### src/rtl/lcd_ctrl_param.sv
// HD44780-style write controller: runs the power-on init, then sends command/data bytes from a valid/ready handshake.
// Cursor tracking inserts a set-DDRAM-address command whenever the column wraps past COLS.
module lcd_ctrl_param #(
    parameter int BUS_WIDTH      = 8,
    parameter int COLS           = 16,
    parameter int ROWS           = 2,
    parameter int E_HIGH         = 1,
    parameter int CMD_WAIT       = 1,
    parameter int CLR_WAIT       = 2,
    parameter int PWR_WAIT       = 20,
    parameter int INIT_STEP_WAIT = 5
) (
    input  logic       clk_1ms,
    input  logic       reset,
    input  logic       req_valid,
    input  logic       req_rs,
    input  logic [7:0] req_data,
    output logic       req_ready,
    output logic       init_done,
    output logic       E,
    output logic       RW,
    output logic       RS,
    output logic [7:0] DB
);

    localparam bit NIB = (BUS_WIDTH == 4);
    localparam int INIT_LEN = NIB ? 9 : 8;
    localparam logic [7:0] FS = NIB ? ((ROWS == 2) ? 8'h28 : 8'h20)
                                    : ((ROWS == 2) ? 8'h38 : 8'h30);

    typedef enum logic [2:0] {
        S_PWR, S_INIT, S_IDLE, S_SETUP, S_PULSE, S_HOLD, S_SETTLE, S_WRAP
    } state_t;

    // ROM entry: {byte, single_nibble, wake_up_step}
    function automatic logic [9:0] init_rom(input logic [3:0] idx);
        logic [9:0] r;
        if (NIB) begin
            case (idx)
                4'd0, 4'd1, 4'd2: r = {8'h30, 1'b1, 1'b1};
                4'd3:             r = {8'h20, 1'b1, 1'b0};
                4'd4:             r = {FS,    1'b0, 1'b0};
                4'd5:             r = {8'h08, 1'b0, 1'b0};
                4'd6:             r = {8'h01, 1'b0, 1'b0};
                4'd7:             r = {8'h06, 1'b0, 1'b0};
                default:          r = {8'h0C, 1'b0, 1'b0};
            endcase
        end else begin
            case (idx)
                4'd0, 4'd1, 4'd2: r = {8'h30, 1'b0, 1'b1};
                4'd3:             r = {FS,    1'b0, 1'b0};
                4'd4:             r = {8'h08, 1'b0, 1'b0};
                4'd5:             r = {8'h01, 1'b0, 1'b0};
                4'd6:             r = {8'h06, 1'b0, 1'b0};
                default:          r = {8'h0C, 1'b0, 1'b0};
            endcase
        end
        return r;
    endfunction

    function automatic logic [7:0] db_unit(input logic [7:0] b, input logic lo);
        if (!NIB)
            return b;
        return lo ? {b[3:0], 4'h0} : {b[7:4], 4'h0};
    endfunction

    state_t      state_q;
    logic [15:0] cnt_q;
    logic [3:0]  idx_q;
    logic [7:0]  byte_q;
    logic        single_q, step_q, nib_q, wrap_q;
    logic [5:0]  col_q;
    logic        row_q;
    logic        e_q, rs_q, ready_q, done_q;
    logic [7:0]  db_q;

    logic [9:0]  rom_d;
    logic        is_clr_d, last_unit_d;
    logic [15:0] settle_d;
    logic [5:0]  col_inc_d;
    logic [7:0]  wrap_cmd_d;

    always_comb begin
        rom_d       = init_rom(idx_q);
        is_clr_d    = !rs_q && (byte_q == 8'h01 || byte_q == 8'h02 || byte_q == 8'h03);
        settle_d    = step_q   ? 16'(INIT_STEP_WAIT - 1) :
                      is_clr_d ? 16'(CLR_WAIT - 1) : 16'(CMD_WAIT - 1);
        last_unit_d = !NIB || single_q || nib_q;
        col_inc_d   = col_q + 6'd1;
        wrap_cmd_d  = {1'b1, row_q, 6'd0};
    end

    always_ff @(posedge clk_1ms or posedge reset) begin
        if (reset) begin
            state_q  <= S_PWR;
            cnt_q    <= 16'(PWR_WAIT - 1);
            idx_q    <= 4'd0;
            byte_q   <= 8'h00;
            single_q <= 1'b0;
            step_q   <= 1'b0;
            nib_q    <= 1'b0;
            wrap_q   <= 1'b0;
            col_q    <= 6'd0;
            row_q    <= 1'b0;
            e_q      <= 1'b0;
            rs_q     <= 1'b0;
            ready_q  <= 1'b0;
            done_q   <= 1'b0;
            db_q     <= 8'h00;
        end else begin
            case (state_q)
                S_PWR: begin
                    if (cnt_q == 16'd0) state_q <= S_INIT;
                    else                cnt_q   <= cnt_q - 16'd1;
                end
                S_INIT: begin
                    byte_q   <= rom_d[9:2];
                    single_q <= rom_d[1];
                    step_q   <= rom_d[0];
                    rs_q     <= 1'b0;
                    nib_q    <= 1'b0;
                    db_q     <= db_unit(rom_d[9:2], 1'b0);
                    state_q  <= S_SETUP;
                end
                S_IDLE: begin
                    if (req_valid) begin
                        ready_q  <= 1'b0;
                        byte_q   <= req_data;
                        rs_q     <= req_rs;
                        single_q <= 1'b0;
                        step_q   <= 1'b0;
                        nib_q    <= 1'b0;
                        db_q     <= db_unit(req_data, 1'b0);
                        state_q  <= S_SETUP;
                        if (req_rs) begin
                            if (col_inc_d == 6'(COLS)) begin
                                col_q  <= 6'd0;
                                row_q  <= (ROWS == 2) ? ~row_q : 1'b0;
                                wrap_q <= 1'b1;
                            end else begin
                                col_q <= col_inc_d;
                            end
                        end else if (req_data == 8'h01 || req_data == 8'h02 || req_data == 8'h03) begin
                            col_q <= 6'd0;
                            row_q <= 1'b0;
                        end else if (req_data[7]) begin
                            col_q <= req_data[5:0];
                            row_q <= (ROWS == 2) ? req_data[6] : 1'b0;
                        end
                    end
                end
                S_SETUP, S_WRAP: begin
                    e_q     <= 1'b1;
                    cnt_q   <= 16'(E_HIGH - 1);
                    state_q <= S_PULSE;
                end
                S_PULSE: begin
                    if (cnt_q == 16'd0) begin
                        e_q     <= 1'b0;
                        state_q <= S_HOLD;
                    end else begin
                        cnt_q <= cnt_q - 16'd1;
                    end
                end
                S_HOLD: begin
                    // Low nibble follows the high nibble with no settle gap.
                    if (!last_unit_d) begin
                        nib_q   <= 1'b1;
                        db_q    <= db_unit(byte_q, 1'b1);
                        state_q <= S_SETUP;
                    end else begin
                        cnt_q   <= settle_d;
                        state_q <= S_SETTLE;
                    end
                end
                S_SETTLE: begin
                    if (cnt_q != 16'd0) begin
                        cnt_q <= cnt_q - 16'd1;
                    end else if (!done_q) begin
                        if (idx_q == 4'(INIT_LEN - 1)) begin
                            done_q  <= 1'b1;
                            ready_q <= 1'b1;
                            state_q <= S_IDLE;
                        end else begin
                            idx_q   <= idx_q + 4'd1;
                            state_q <= S_INIT;
                        end
                    end else if (wrap_q) begin
                        // WRAP doubles as the SETUP cycle of the address command.
                        wrap_q   <= 1'b0;
                        byte_q   <= wrap_cmd_d;
                        rs_q     <= 1'b0;
                        single_q <= 1'b0;
                        step_q   <= 1'b0;
                        nib_q    <= 1'b0;
                        db_q     <= db_unit(wrap_cmd_d, 1'b0);
                        state_q  <= S_WRAP;
                    end else begin
                        ready_q <= 1'b1;
                        state_q <= S_IDLE;
                    end
                end
                default: state_q <= S_PWR;
            endcase
        end
    end

    assign req_ready = ready_q;
    assign init_done = done_q;
    assign E         = e_q;
    assign RW        = 1'b0;
    assign RS        = rs_q;
    assign DB        = db_q;

endmodule

### config.mk
export PLATFORM = sky130hd
export DESIGN_NAME = lcd_ctrl_param
export DESIGN_NICKNAME = d
export VERILOG_FILES = /design/src/rtl/lcd_ctrl_param.sv
export SDC_FILE = /design/constraint.sdc
export NUM_CORES = 1
export LEC_CHECK = 0
export CAP_MARGIN = 20
export CORE_MARGIN = 5
export CORE_UTILIZATION = 40
export DETAILED_ROUTE_END_ITERATION = 10
export GPL_ROUTABILITY_DRIVEN = 1
export PLACE_DENSITY_LB_ADDON = 0.05
export SLEW_MARGIN = 15
export SYNTH_ARGS = -nofsm -noshare
export SYNTH_HDL_FRONTEND = slang
export SYNTH_SLANG_ARGS = --single-unit
### constraint.sdc
create_clock -name clk_1ms -period 2.3 [get_ports clk_1ms]
set_input_delay 0.46 -clock clk_1ms [delete_from_list [all_inputs] [get_ports clk_1ms]]
set_output_delay 0.46 -clock clk_1ms [all_outputs]
set_load 0.02 [all_outputs]
==> results of run 1 <==
==> metrics by stage <==
stage | TNS, ns | hold WS (ns) | instance area (sq um)
detailed placement | -0.748 | 0.490 | 3170
global placement | -0.397 | 0.489 | 3170
global route | 0 | 0.522 | 3320
finish | 0 | 0.493 | 3320
floorplan | 0 | 0.462 | 2700
CTS | 0 | 0.509 | 3280
==> Yosys cell counts (all sizes together) (3+ instances only) <==
| cell type | number | share of area [%] |
|---|---|---|
| a211oi | 3 | 0.83 |
| a21oi | 19 | 3.5 |
| a31oi | 3 | 0.69 |
| and3 | 3 | 0.69 |
| buf | 10 | 2.6 |
| clkbuf | 3 | 0.42 |
| dfrtp | 41 | 38 |
| dfstp | 3 | 2.9 |
| ha | 10 | 4.6 |
| inv | 12 | 1.7 |
| mux2 | 5 | 2.1 |
| nand2 | 35 | 5.1 |
| nand2b | 6 | 1.4 |
| nand3 | 12 | 2.2 |
| nand3b | 3 | 0.83 |
| nor2 | 20 | 2.8 |
| nor2b | 4 | 0.93 |
| nor3 | 5 | 1.5 |
| nor3b | 4 | 1.1 |
| nor4 | 4 | 2.0 |
| nor4b | 3 | 0.97 |
| o211ai | 5 | 1.6 |
| o21ai | 19 | 3.5 |
| o31ai | 3 | 0.83 |
| or2 | 3 | 0.69 |
| or4 | 7 | 1.9 |
| xnor2 | 3 | 0.97 |
| xor2 | 6 | 1.9 |
==> cell usage in the layout (no fill, tap or decap), drive strengths merged, types with 5 or more instances in the layout <==
cell type / netlist / final
a21oi: 19 / 19
buf: 10 / 28
clkbuf: 3 / 5
clkdlybuf4s50: 0 / 23
dfrtp: 41 / 41
ha: 10 / 10
inv: 12 / 12
mux2: 5 / 5
nand2: 35 / 35
nand2b: 6 / 6
nand3: 12 / 12
nor2: 20 / 20
nor3: 5 / 5
o211ai: 5 / 5
o21ai: 19 / 19
or4: 7 / 7
xor2: 6 / 6
==> worst max-delay path by stage <==
stage                      startpoint         to  slack [ns]  cells after the start
after global routing         cnt_q[1]   cnt_q[2]        0.02                      8
after floorplan              cnt_q[0]  byte_q[0]        0.26                      8
final                     req_data[2]   col_q[4]        0.16                      7
after CTS                    cnt_q[0]  byte_q[3]        0.01                      8
after global placement    req_data[2]   col_q[2]        -0.1                      6
after detailed placement  req_data[2]   col_q[4]       -0.17                      7
==> sequential cells by signal (all words and copies together) (netlist names) <==
signal,flops
col_q,6
RS,1
idx_q,4
step_q,1
wrap_q,1
init_done,1
row_q,1
byte_q,8
E,1
state_q,3
req_ready,1
cnt_q,16
==> area by class of cell <==
type	count	share of cell area [%]
Timing Repair Buffer	51	13.7
Clock buffer	5	2.07
Inverter	12	1.36
Tap cell	80	3.01
Clock inverter	3	1.28
Sequential cell	44	33.3
Multi-Input combinational cell	220	45.3
==> logic make-up after synthesis <==
group | count (synthesis) | share of synthesized area, %
compound gates | 75 | 19.2
xor+xnor | 9 | 2.92
fa+ha+maj | 10 | 4.63
buf+inv | 25 | 4.68
flops | 44 | 40.9
mux | 7 | 2.83
other cells | 1 | 0.139
simple gates | 118 | 24.7
==> report_power, final <==
part	internal [W]	total, W	leakage [nW]	switching, W
clock	0.000322	0.000607	0.0541	0.000285
sequential	0.00104	0.00132	0.550	0.000275
combinational	0.00114	0.00265	0.810	0.00151
==> per-layer routing <==
layer / vias to the layer above / global-route usage [%]
li1: 1139 / -
met1: 1103 / 22.5
met2: 22 / 27.1
met3: 5 / 2.95
met4: 0 / 4.58
met5: - / 0
==> what timing repair did <==
item,in CTS,in global routing
endpoints found under the hold margin,0,0
resized for setup,0,9
endpoints found under the setup margin,0,14
==> worst min-delay path, delay by kind of cell <==
| kind | cells | cell delay (ns) |
|---|---|---|
| buffers and inverters | 3 | 0.72 |
==> results.sh, run 1 <==
export IMPL_post_route_period_util_pct=93.2
export IMPL_cp_end_kind="flip-flop"
export IMPL_viasPerCell=5.47
export IMPL_crit_required_ns=2.54
export IMPL_path_clk_slew_ns=0.09
export IMPL_drt_wl_total_mm=6.50
export IMPL_antenna_found_initial=0
export IMPL_critPathLaunchType="input pin"
export IMPL_hold_viol=0
export IMPL_ys_seq_area_share_pct=40.9
export IMPL_ys_async_sr_fraction_pct=100
export IMPL_utilization_pct=49.7
export IMPL_status="finished, final reports clean"
export IMPL_numCtsBuffers=5
export IMPL_synth_top_flop_cell="dfrtp_1"
export IMPL_htreeDepth=2
export IMPL_syn_area_per_cell_sq_um=9.35
export IMPL_rsz0062_at_grt="false"
export IMPL_drtAntennaViolNets=0
export IMPL_regArea_sq_um=1100
export IMPL_maxCapViolCount=0
export IMPL_multi_input_area_sq_um=1500
export IMPL_grt_pass1_wl_mm=11.3
export IMPL_final_nets=356
export IMPL_worst_r2r_setup_slack_ns=0.19
export IMPL_syn_inst=289
export IMPL_synth_edf_count=0
export IMPL_critical_path_top_delay_family="simple AND/OR/NAND/NOR gates"
export IMPL_power_density_nw_per_um2=1380
export IMPL_dpl_cell_count=407
export IMPL_ys_ff_latch=44
export IMPL_diodes=0
export IMPL_io_pins=25
export IMPL_worst_ep_arrival_time_ns=2.39
export IMPL_crit_chain="clkdlybuf4s50_1 > or4_1 > nor3_2 > o311ai_2 > buf_4 > o21ai_0 > a221o_1"
export IMPL_slew_headroom_pct=65.7
export IMPL_wl_per_cell_microns=15.7
export IMPL_grt_total_usage_pct=16.6
export IMPL_ys_warn_count=0
export IMPL_grt_pass1_vias=2234
export IMPL_dp_slack_ns=-0.167
export IMPL_final_layout_size_suffix_gt1_share_pct=17.9
export IMPL_syn_area_sq_um=2700
export IMPL_clock_latency_ns=0.30
export IMPL_tritoncts="done"
export IMPL_finalCriticalPeriod_ns=2.14
export IMPL_dr_pass1_iters=5
export IMPL_hold_path_class="in2async"
export IMPL_fillCellCount=651
export IMPL_slowest_delay_ns=0.57
export IMPL_tightest_slew_ns=0.510
export IMPL_power_w=0.00458
export IMPL_grt_max_degree=45
export IMPL_post_cts_buffers=0
export IMPL_syn_to_final_growth_pct=23.0
export IMPL_met3_length_microns=137
export IMPL_fin_skew_ns=0.00457
export IMPL_gp_routability_congestion=0.761
export IMPL_start_util_pct=40.4
export IMPL_dieArea_sq_um=8500
export IMPL_grt_overflow_total=0
export IMPL_instances_no_fill=415
export IMPL_drc=0
export IMPL_cts_root_buf="clkbuf_8"
export IMPL_num_rows=30
export IMPL_fmax_ghz=0.466
export IMPL_die_y_microns=92.2
export IMPL_clock_sinks=44
export IMPL_syn_num_nets=311
export IMPL_via_count=2269
export IMPL_crit_fanout=7
export IMPL_ys_types=57
export IMPL_highest_layer="met4"
export IMPL_drt_met1_wl_mm=3.20
export IMPL_regToRegStartpoint="cnt_q[1]"
export IMPL_peakVddDrop_uv=548
export IMPL_reg2reg_depth=7
export IMPL_path_class="in2reg"
export IMPL_fin_ws_ns=0.155
export IMPL_leakage_nw=1.41
export IMPL_dp_final_hpwl_mm=4.94
export IMPL_core_area_sq_um=6680
export IMPL_first_iter_violations=98
export IMPL_path_buf_inv=2
export IMPL_setup_violations=0
export IMPL_clk_path_buf_depth=2
export IMPL_route_met2_wl_mm=3.11
export IMPL_cts_hold_buf=0
export IMPL_crit_slowest_cell="or4_1"
export IMPL_port_buffers=23
export IMPL_r2r_end="byte_q[0]"
export IMPL_slew_violations=0
export IMPL_die_w_microns=92.2
Power figures use the tool's default switching activity.
==> run 2, diff against run 1 <==
--- a/config.mk
+++ b/config.mk
@@ -11,7 +11,7 @@
 export DETAILED_ROUTE_END_ITERATION = 10
 export GPL_ROUTABILITY_DRIVEN = 1
 export PLACE_DENSITY_LB_ADDON = 0.05
-export SLEW_MARGIN = 15
+export SLEW_MARGIN = 40
 export SYNTH_ARGS = -nofsm -noshare
 export SYNTH_HDL_FRONTEND = slang
 export SYNTH_SLANG_ARGS = --single-unit
==> results of run 2 <==
Final layout, timing and power as in run 1 (identical DEF).
==> run 3, diff against run 2 <==
==> constraint.sdc (replaced) <==
create_clock -name clk_1ms -period 1.85 [get_ports clk_1ms]
set_input_delay 0.37 -clock clk_1ms [delete_from_list [all_inputs] [get_ports clk_1ms]]
set_output_delay 0.37 -clock clk_1ms [all_outputs]
set_load 0.02 [all_outputs]
==> run 3 against run 2 <==
The flow now finishes with violations (negative setup slack). Setup slack lost 0.16 ns. Sequential share of layout area decreased by 5.6 points. Clock-buffer cell count increased by 1. Cell area rose by 21%. First-iteration DRC count up 4.1%. Via count is 12% higher. Die area stayed put. Flip-flop and latch count unchanged. Total power rose by 61%. Worst hold slack got worse by 0.082 ns. Clock skew is 0.0050 ns higher. Utilization grew 10 points. Largest cell class unchanged.
==> results.sh, run 3 (synthesis results as in run 1) <==
export IMPL_reg2reg_depth=8
export IMPL_layout_common_cells="buf_4 (84), dfrtp_1 (39), nand2_1 (31), clkdlybuf4s50_1 (19)"
export IMPL_clk_path_buf_depth=2
export IMPL_die_y_microns=92.2
export IMPL_power_density_nw_per_um2=1840
export IMPL_cp_endpoint="idx_q[1]"
export IMPL_numCtsBuffers=5
export IMPL_drtAntennaViolNets=0
export IMPL_largest_reg_flops=16
export IMPL_rsz0062_at_grt="true"
export IMPL_gp_routability_congestion=0.845
export IMPL_dp_final_hpwl_mm=5.39
export IMPL_grt_total_usage_pct=18.1
export IMPL_drt_wl_total_mm=7.29
export IMPL_leakage_nw=1.76
export IMPL_fmax_ghz=0.538
export IMPL_dieArea_sq_um=8500
export IMPL_fin_skew_ns=0.00961
export IMPL_largest_register="cnt_q"
export IMPL_layout_commonest_cell="buf_4"
export IMPL_r2r_end="idx_q[1]"
export IMPL_worst_ep_arrival_time_ns=2.04
export IMPL_power_w=0.00737
export IMPL_slew_violations=0
export IMPL_cp_end_kind="flip-flop"
export IMPL_core_area_sq_um=6680
export IMPL_drc=0
export IMPL_maxCapViolCount=0
export IMPL_start_util_pct=40.4
export IMPL_crit_start="cnt_q[0]"
export IMPL_diodes=0
export IMPL_worst_r2r_setup_slack_ns=-0.008
export IMPL_grt_overflow_total=0
export IMPL_regToRegStartpoint="cnt_q[0]"
export IMPL_crit_slowest_cell="dfstp_2"
export IMPL_dp_slack_ns=-0.509
export IMPL_htreeDepth=2
export IMPL_crit_fanout=3
export IMPL_post_route_period_util_pct=100
export IMPL_critical_path_top_delay_family="simple AND/OR/NAND/NOR gates"
export IMPL_utilization_pct=60.0
export IMPL_cts_root_buf="clkbuf_8"
export IMPL_fillCellCount=610
export IMPL_grt_pass1_wl_mm=12.3
export IMPL_reg_top3="cnt_q x16, byte_q x8, col_q x6"
export IMPL_finalCriticalPeriod_ns=1.86
export IMPL_final_nets=419
export IMPL_die_w_microns=92.2
export IMPL_viasPerCell=5.33
export IMPL_crit_chain="inv_2 > ha_4 > nor3b_4 > nand3_2 > buf_4 > nor3_4 > nand2_1 > mux2_2"
export IMPL_crit_required_ns=2.03
export IMPL_violations="negative setup slack"
export IMPL_cts_hold_buf=0
export IMPL_syn_to_final_growth_pct=48.4
export IMPL_grt_pass1_vias=2567
export IMPL_dr_pass1_iters=6
export IMPL_port_buffers=23
export IMPL_status="complete, but fails checks"
export IMPL_path_clk_slew_ns=0.09
export IMPL_clock_sinks=44
export IMPL_final_layout_size_suffix_gt1_share_pct=38.7
export IMPL_tritoncts="done"
export IMPL_path_buf_inv=2
export IMPL_slowest_delay_ns=0.38
export IMPL_setup_violations=1
export IMPL_critPathLaunchType="flip-flop"
export IMPL_whs_ns=0.411
export IMPL_clock_latency_ns=0.30
export IMPL_io_pins=25
export IMPL_cp_depth=8
export IMPL_hold_path_class="in2async"
export IMPL_antenna_found_initial=0
export IMPL_via_count=2548
export IMPL_path_class="reg2reg"
export IMPL_grt_max_degree=45
export IMPL_first_iter_violations=102
export IMPL_num_rows=30
export IMPL_peakVddDrop_uv=533
export IMPL_wl_per_cell_microns=15.3
export IMPL_fin_ws_ns=-0.00769
export IMPL_hold_viol=0
export IMPL_finalSetupTns_ns=-0.00769
run 3: cell types whose count changed in the layout (fill, tap and decap cells not counted), sizes merged:
| cell | before | now |
|---|---|---|
| buf | 28 | 91 |
| dlygate4sd2 | 0 | 4 |
| clkdlybuf4s50 | 23 | 19 |
| clkinvlp | 1 | 0 |
| clkbuf | 5 | 6 |
run 3: timing repair:
item / CTS / global route
hold endpoints to repair: 0 / 0
endpoints found under the setup margin: 21 / 34
buffers inserted: 5 / 13
resized for setup: 28 / 35
pin swaps: 10 / 13
run 3: routing by layer:
layer / GRT usage (%) / wire length, microns
met1: 21.6 / 3160
met2: 33.0 / 3920
met3: 3.12 / 161
met4: 5.07 / 50
met5: 0 / 0
run 3: layout make-up:
cell class	instances	area [sq um]	share of cell area, %
Multi-Input combinational cell	220	1710	42.6
Sequential cell	44	1110	27.6
Timing Repair Buffer	114	943	23.5
Tap cell	80	100	2.50
Clock buffer	6	72.6	1.81
Inverter	12	45.0	1.12
Clock inverter	2	35.0	0.874
run 3: per-stage QoR:
step                cells  instance area (sq um)
floorplan             289                   2760
global placement      452                   3560
detailed placement    452                   3560
CTS                   465                   3790
global route          478                   4010
finish                478                   4010
run 3: worst min-delay path by stage:
| stage | from | end | cells past startpoint |
|---|---|---|---|
| after floorplan | step_q | step_q | 2 |
| after global placement | req_ready | req_ready | 1 |
| after global routing | reset | cnt_q[5] | 3 |
| after CTS | reset | cnt_q[5] | 3 |
| after detailed placement | req_ready | req_ready | 1 |
| final | reset | cnt_q[5] | 3 |
run 3: worst reg2reg max path, cell delays in order, from the launching register on:
cell and delay (ns):
dfstp_2 0.38, inv_2 0.07, ha_4 0.14, nor3b_4 0.24, nand3_2 0.14, buf_4 0.18
nor3_4 0.16, nand2_1 0.13, mux2_2 0.30
run 3: power breakdown:
| group | switching [W] | leakage, nW | internal (W) | total (W) |
|---|---|---|---|---|
| clock network | 0.000349 | 0.0552 | 0.000402 | 0.000751 |
| registers | 0.000314 | 0.548 | 0.00130 | 0.00161 |
| logic | 0.00239 | 1.16 | 0.00261 | 0.00501 |
